[config.mk]
export PLATFORM = sky130hd
export DESIGN_NAME = gray_serial_decoder
export DESIGN_NICKNAME = d
export VERILOG_FILES = /design/src/rtl/gray_pkg.sv /design/src/rtl/gray_step_checker.sv /design/src/rtl/gray_serial_decoder.sv
export SDC_FILE = /design/constraint.sdc
export NUM_CORES = 1
export LEC_CHECK = 0
export CORE_UTILIZATION = 50
export CTS_CLUSTER_DIAMETER = 100
export DETAILED_ROUTE_END_ITERATION = 10
export PLACE_DENSITY = 0.74
export SYNTH_ARGS = -nofsm -noshare
export SYNTH_HDL_FRONTEND = slang
export SYNTH_SLANG_ARGS = --single-unit
export TNS_END_PERCENT = 20
[constraint.sdc]
create_clock -name clk -period 2.85 [get_ports clk]
set_clock_uncertainty 0.2 [all_clocks]
set_input_delay 0.7125 -clock clk [delete_from_list [all_inputs] [get_ports clk]]
set_output_delay 0.7125 -clock clk [all_outputs]
set_load 0.01 [all_outputs]
[src/rtl/gray_pkg.sv]
// Shared definitions for the Gray-code serial receive path.
package gray_pkg;

  // Receive FSM states
  typedef enum logic {
    IDLE  = 1'b0,
    SHIFT = 1'b1
  } gray_state_t;

  // Default word width for Gray encoders/decoders
  localparam int GRAY_W_DEF = 3;

endpackage

[src/rtl/gray_step_checker.sv]
// Remembers the previous completed word and flags any new word that is not
// exactly one step (+1 or -1, wrapping in WIDTH bits) away from it.
module gray_step_checker
  import gray_pkg::*;
#(
  parameter int WIDTH = GRAY_W_DEF
) (
  input  logic             clk,
  input  logic             rst,
  input  logic [WIDTH-1:0] word,
  input  logic             load,
  output logic             step_err
);

  localparam logic [WIDTH-1:0] ONE = {{(WIDTH-1){1'b0}}, 1'b1};

  logic [WIDTH-1:0] history;
  logic             hist_valid;
  logic [WIDTH-1:0] prev_plus;
  logic [WIDTH-1:0] prev_minus;
  logic             is_step;

  // Neighbours of the previous word, wrapping naturally in WIDTH bits
  always_comb begin
    prev_plus  = history + ONE;
    prev_minus = history - ONE;
    is_step    = (word == prev_plus) || (word == prev_minus);
  end

  // History update and registered error pulse; the first word after reset has no reference
  always_ff @(posedge clk or posedge rst) begin
    if (rst) begin
      history    <= '0;
      hist_valid <= 1'b0;
      step_err   <= 1'b0;
    end else begin
      step_err <= load && hist_valid && !is_step;
      if (load) begin
        history    <= word;
        hist_valid <= 1'b1;
      end
    end
  end

endmodule

[src/rtl/gray_serial_decoder.sv]
// Serial MSB-first Gray-to-binary decoder: each accepted bit is folded into a
// running parity so the binary word is ready the moment the last bit arrives.
module gray_serial_decoder
  import gray_pkg::*;
#(
  parameter int WIDTH = GRAY_W_DEF
) (
  input  logic             clk,
  input  logic             rst,
  input  logic             start,
  input  logic             gin,
  input  logic             gin_valid,
  output logic [WIDTH-1:0] bout,
  output logic             bout_valid,
  output logic             busy,
  output logic             step_err
);

  localparam int IW = (WIDTH > 1) ? $clog2(WIDTH) : 1;
  localparam logic [IW-1:0] IDX_TOP = IW'(WIDTH - 1);
  localparam logic [IW-1:0] IDX_ONE = IW'(1);

  gray_state_t      state;
  logic [IW-1:0]    index;
  logic             r;
  logic [WIDTH-1:0] shadow;

  logic             r_next;
  logic [WIDTH-1:0] word_next;
  logic             frame_done;

  // Next parity bit, shadow word with the current bit folded in, and frame completion
  always_comb begin
    r_next           = r ^ gin;
    word_next        = shadow;
    word_next[index] = r_next;
    frame_done       = (state == SHIFT) && gin_valid && (index == '0);
  end

  // Receive FSM with index counter, running parity and registered outputs
  always_ff @(posedge clk or posedge rst) begin
    if (rst) begin
      state      <= IDLE;
      index      <= IDX_TOP;
      r          <= 1'b0;
      shadow     <= '0;
      bout       <= '0;
      bout_valid <= 1'b0;
      busy       <= 1'b0;
    end else begin
      bout_valid <= 1'b0;
      case (state)
        IDLE: begin
          index <= IDX_TOP;
          r     <= 1'b0;
          if (start) begin
            state <= SHIFT;
            busy  <= 1'b1;
          end
        end
        SHIFT: begin
          if (gin_valid) begin
            r      <= r_next;
            shadow <= word_next;
            if (index == '0) begin
              bout       <= word_next;
              bout_valid <= 1'b1;
              busy       <= 1'b0;
              state      <= IDLE;
            end else begin
              index <= index - IDX_ONE;
            end
          end
        end
        default: begin
          state <= IDLE;
          busy  <= 1'b0;
        end
      endcase
    end
  end

  gray_step_checker #(
    .WIDTH (WIDTH)
  ) u_step_checker (
    .clk      (clk),
    .rst      (rst),
    .word     (word_next),
    .load     (frame_done),
    .step_err (step_err)
  );

endmodule

==> impl_metrics.toml <==
[routing]
via_per_inst = 5.45
final_antenna_net_count = 0
drcViolationCount = 0
wl_per_cell_um = 12.8
first_iter_violations = 10
vias = 572
wl_um = 1350
firstDrtPassIters = 4

[cells_and_area]
drive_above_1_share = 0.0889
syn_to_final_growth_pct = 20.6
final_nets = 101
nFillCells = 111
num_antenna_cells = 0

[clocking]
cts_resized = 0
clk_latency_ps = 280
cts-buffers-inserted = 3
cts.sinks = 14
hold_buffers = 0
htreeDepth = 1
clk_pin_slew_ps = 90
tritoncts = "done"
post_cts_buffers = 0
clockBufferDepth = 2
cts_root_buffer = "clkbuf_4"

[placement]
gp_congestion = 0.739
dp_hpwl_um = 1000
portBuffers = 10
dp_worst_setup_slack_ps = 403

[die]
dieHeight_um = 40.8
placementRows = 13
die_w_um = 40.8
ios = 11
core_um2 = 1350
start_util = 0.558
die_area_um2 = 1670

[synth]
synthMuxAreaShare = 0.0150
synthCells = 76
synth_compound_area_frac = 0.118
yosys_register_bits = 14
synthFlopType = "dfrtp_1"
synth_area_per_cell_um2 = 9.91
ys_warn_count = 0
yosysUniqueCellTypes = 28
synthAdderAreaFrac = 0.0831
syn_nets = 86
synth-simple-area-share = 0.203
syn_area_um2 = 753
yosysSeqAreaShare = 0.467
async_reset_ff_frac = 1.00
synth_top_family_by_area = "simple AND/OR/NAND/NOR gates"
synth_enable_flop_cells = 0
synth_xor_area_frac = 0.0797

[power]
vdd_drop_max_v = 0.000642
power_leakage_nw = 0.405
powerDensity_nw_per_um2 = 1140

[setup_path]
cpMaxStageDelayCell = "clkdlybuf4s50_1"
crit_arrival_ps = 2110
max_stage_delay_ps = 460
crit_fanout = 9
endpoint_kind = "flip-flop"
startpoint_type = "input port"
cp.required_ps = 2820
path_cells = "clkdlybuf4s50_1 > xnor2_2 > a221oi_1 > nand4_1 > xnor2_1 > a21oi_1"
path_class = "input port to flip-flop"

[global_routing]
grt_start_max_net_pins = 15
antenna_found_initial = 0
met2_usage = 0.320
grt.overflow.total = 0
grt_use_met1 = 0.225
grt_pass1_wl_um = 1980
grtUsageTotal = 0.189
grt_use_met3 = 0.0163
top_usage_layer = "met2"
grt_pass1_vias = 482

[timing]
slew_violations = 0
timing.fmax_ghz = 0.468
setup_slack_ps = 715
min_period_ps = 2130
timing.final.crit_share = 0.749
fin_tns_setup_ps = 0
setup_violations = 0
slew_headroom = 0.661
hold_ws_ps = 284
worst_pin_slew_ps = 508
finalHoldViolCount = 0
rsz0062_at_grt = "false"

[flow_run]
max_cap_violations = 0

[min_path]
hold_class = "flip-flop to flip-flop"

[outcome]
status = "completed"
[registers in the layout (all words and copies together) (netlist names)]
signal                     cells
bout                           1
bout_valid                     1
busy                           1
index                          2
r                              1
shadow                         3
state                          1
u_step_checker.hist_valid      1
u_step_checker.history         2
u_step_checker.step_err        1
[worst paths after layout]
check,slack [ps],endpoint,from,depth (start not counted)
max,720,u_step_checker.step_err$_DFF_PP0_,gin,6
min,280,u_step_checker.hist_valid$_DFFE_PP0N_,u_step_checker.hist_valid$_DFFE_PP0N_,1
max reg2reg,850,u_step_checker.step_err$_DFF_PP0_,index[1]$_DFFE_PP1P_,7
min reg2reg,280,u_step_checker.hist_valid$_DFFE_PP0N_,u_step_checker.hist_valid$_DFFE_PP0N_,1
max in group asynchronous,1530,index[1]$_DFFE_PP1P_,rst,2
min in group asynchronous,550,u_step_checker.hist_valid$_DFFE_PP0N_,rst,2
[final cells by class]
cell class              count  area, um2  area share
multi-input cells          55        375       0.413
flip-flops and latches     14        352       0.387
repair buffers             10        100       0.110
clock buffers               4       36.3      0.0399
inverters                   7       26.3      0.0289
well taps                  15       18.8      0.0207
[report_power, final]
group	internal [mW]	total (mW)	switching, mW
registers	0.290	0.361	0.0710
logic	0.270	0.534	0.265
clock network	0.0777	0.141	0.0635
total	0.637	1.04	0.399
[logic make-up (layout without fill, tap and decap cells)]
logic type | Yosys count | after routing
flip-flops | 14 | 14
XOR/XNOR | 6 | 6
multiplexers | 1 | 1
buffers and inverters | 7 | 21
AND/OR/NAND/NOR | 29 | 29
AO/OA/AOI/OAI | 14 | 14
adder cells (fa/ha/maj) | 5 | 5
[cells in the mapped netlist, drive strengths merged (3+ instances only)]
cell type  number  area share
a21oi           5       0.038
nand3           3       0.020
nand2           9       0.045
dfrtp          13        0.43
inv             6       0.030
nand2b          3       0.025
o21ai           4       0.027
and2            3       0.025
ha              5       0.083
xnor2           5       0.068
nor2            5       0.025
[metrics by stage]
step | util | total power [mW] | area [um2] | std cells
2_1_floorplan | - | 0.738 | 753 | 76
3_3_place_gp | 0.646 | 0.883 | 872 | 101
3_5_place_dp | 0.646 | 0.901 | 872 | 101
4_1_cts | 0.673 | 1.05 | 908 | 105
5_1_grt | 0.673 | 1.12 | 908 | 105
6_report | 0.673 | 1.04 | 908 | 105
[routing by layer]
metal	routed length, um	share of wire	vias to the layer above
met2	645	0.48	5
met1	669	0.50	279
met5	0	0	-
li1	-	-	286
met4	12	0.0089	0
met3	19	0.014	2
[critical path: cells and delay by family]
family	cells	cell delay, ps
AO/OA/AOI/OAI	2	370
XOR/XNOR	2	410
AND/OR/NAND/NOR	1	150
buffers and inverters	1	460
[cell usage in the layout (no fill, tap or decap), drive strengths merged, types with 3 or more instances in the layout]
cell / instances
dfrtp: 13
xnor2: 5
nand2b: 3
and2: 3
o21ai: 4
nor2: 5
inv: 6
nand2: 9
a21oi: 5
ha: 5
nand3: 3
clkdlybuf4s50: 10
clkbuf: 4
No activity file was read; power rests on OpenSTA's default activity.
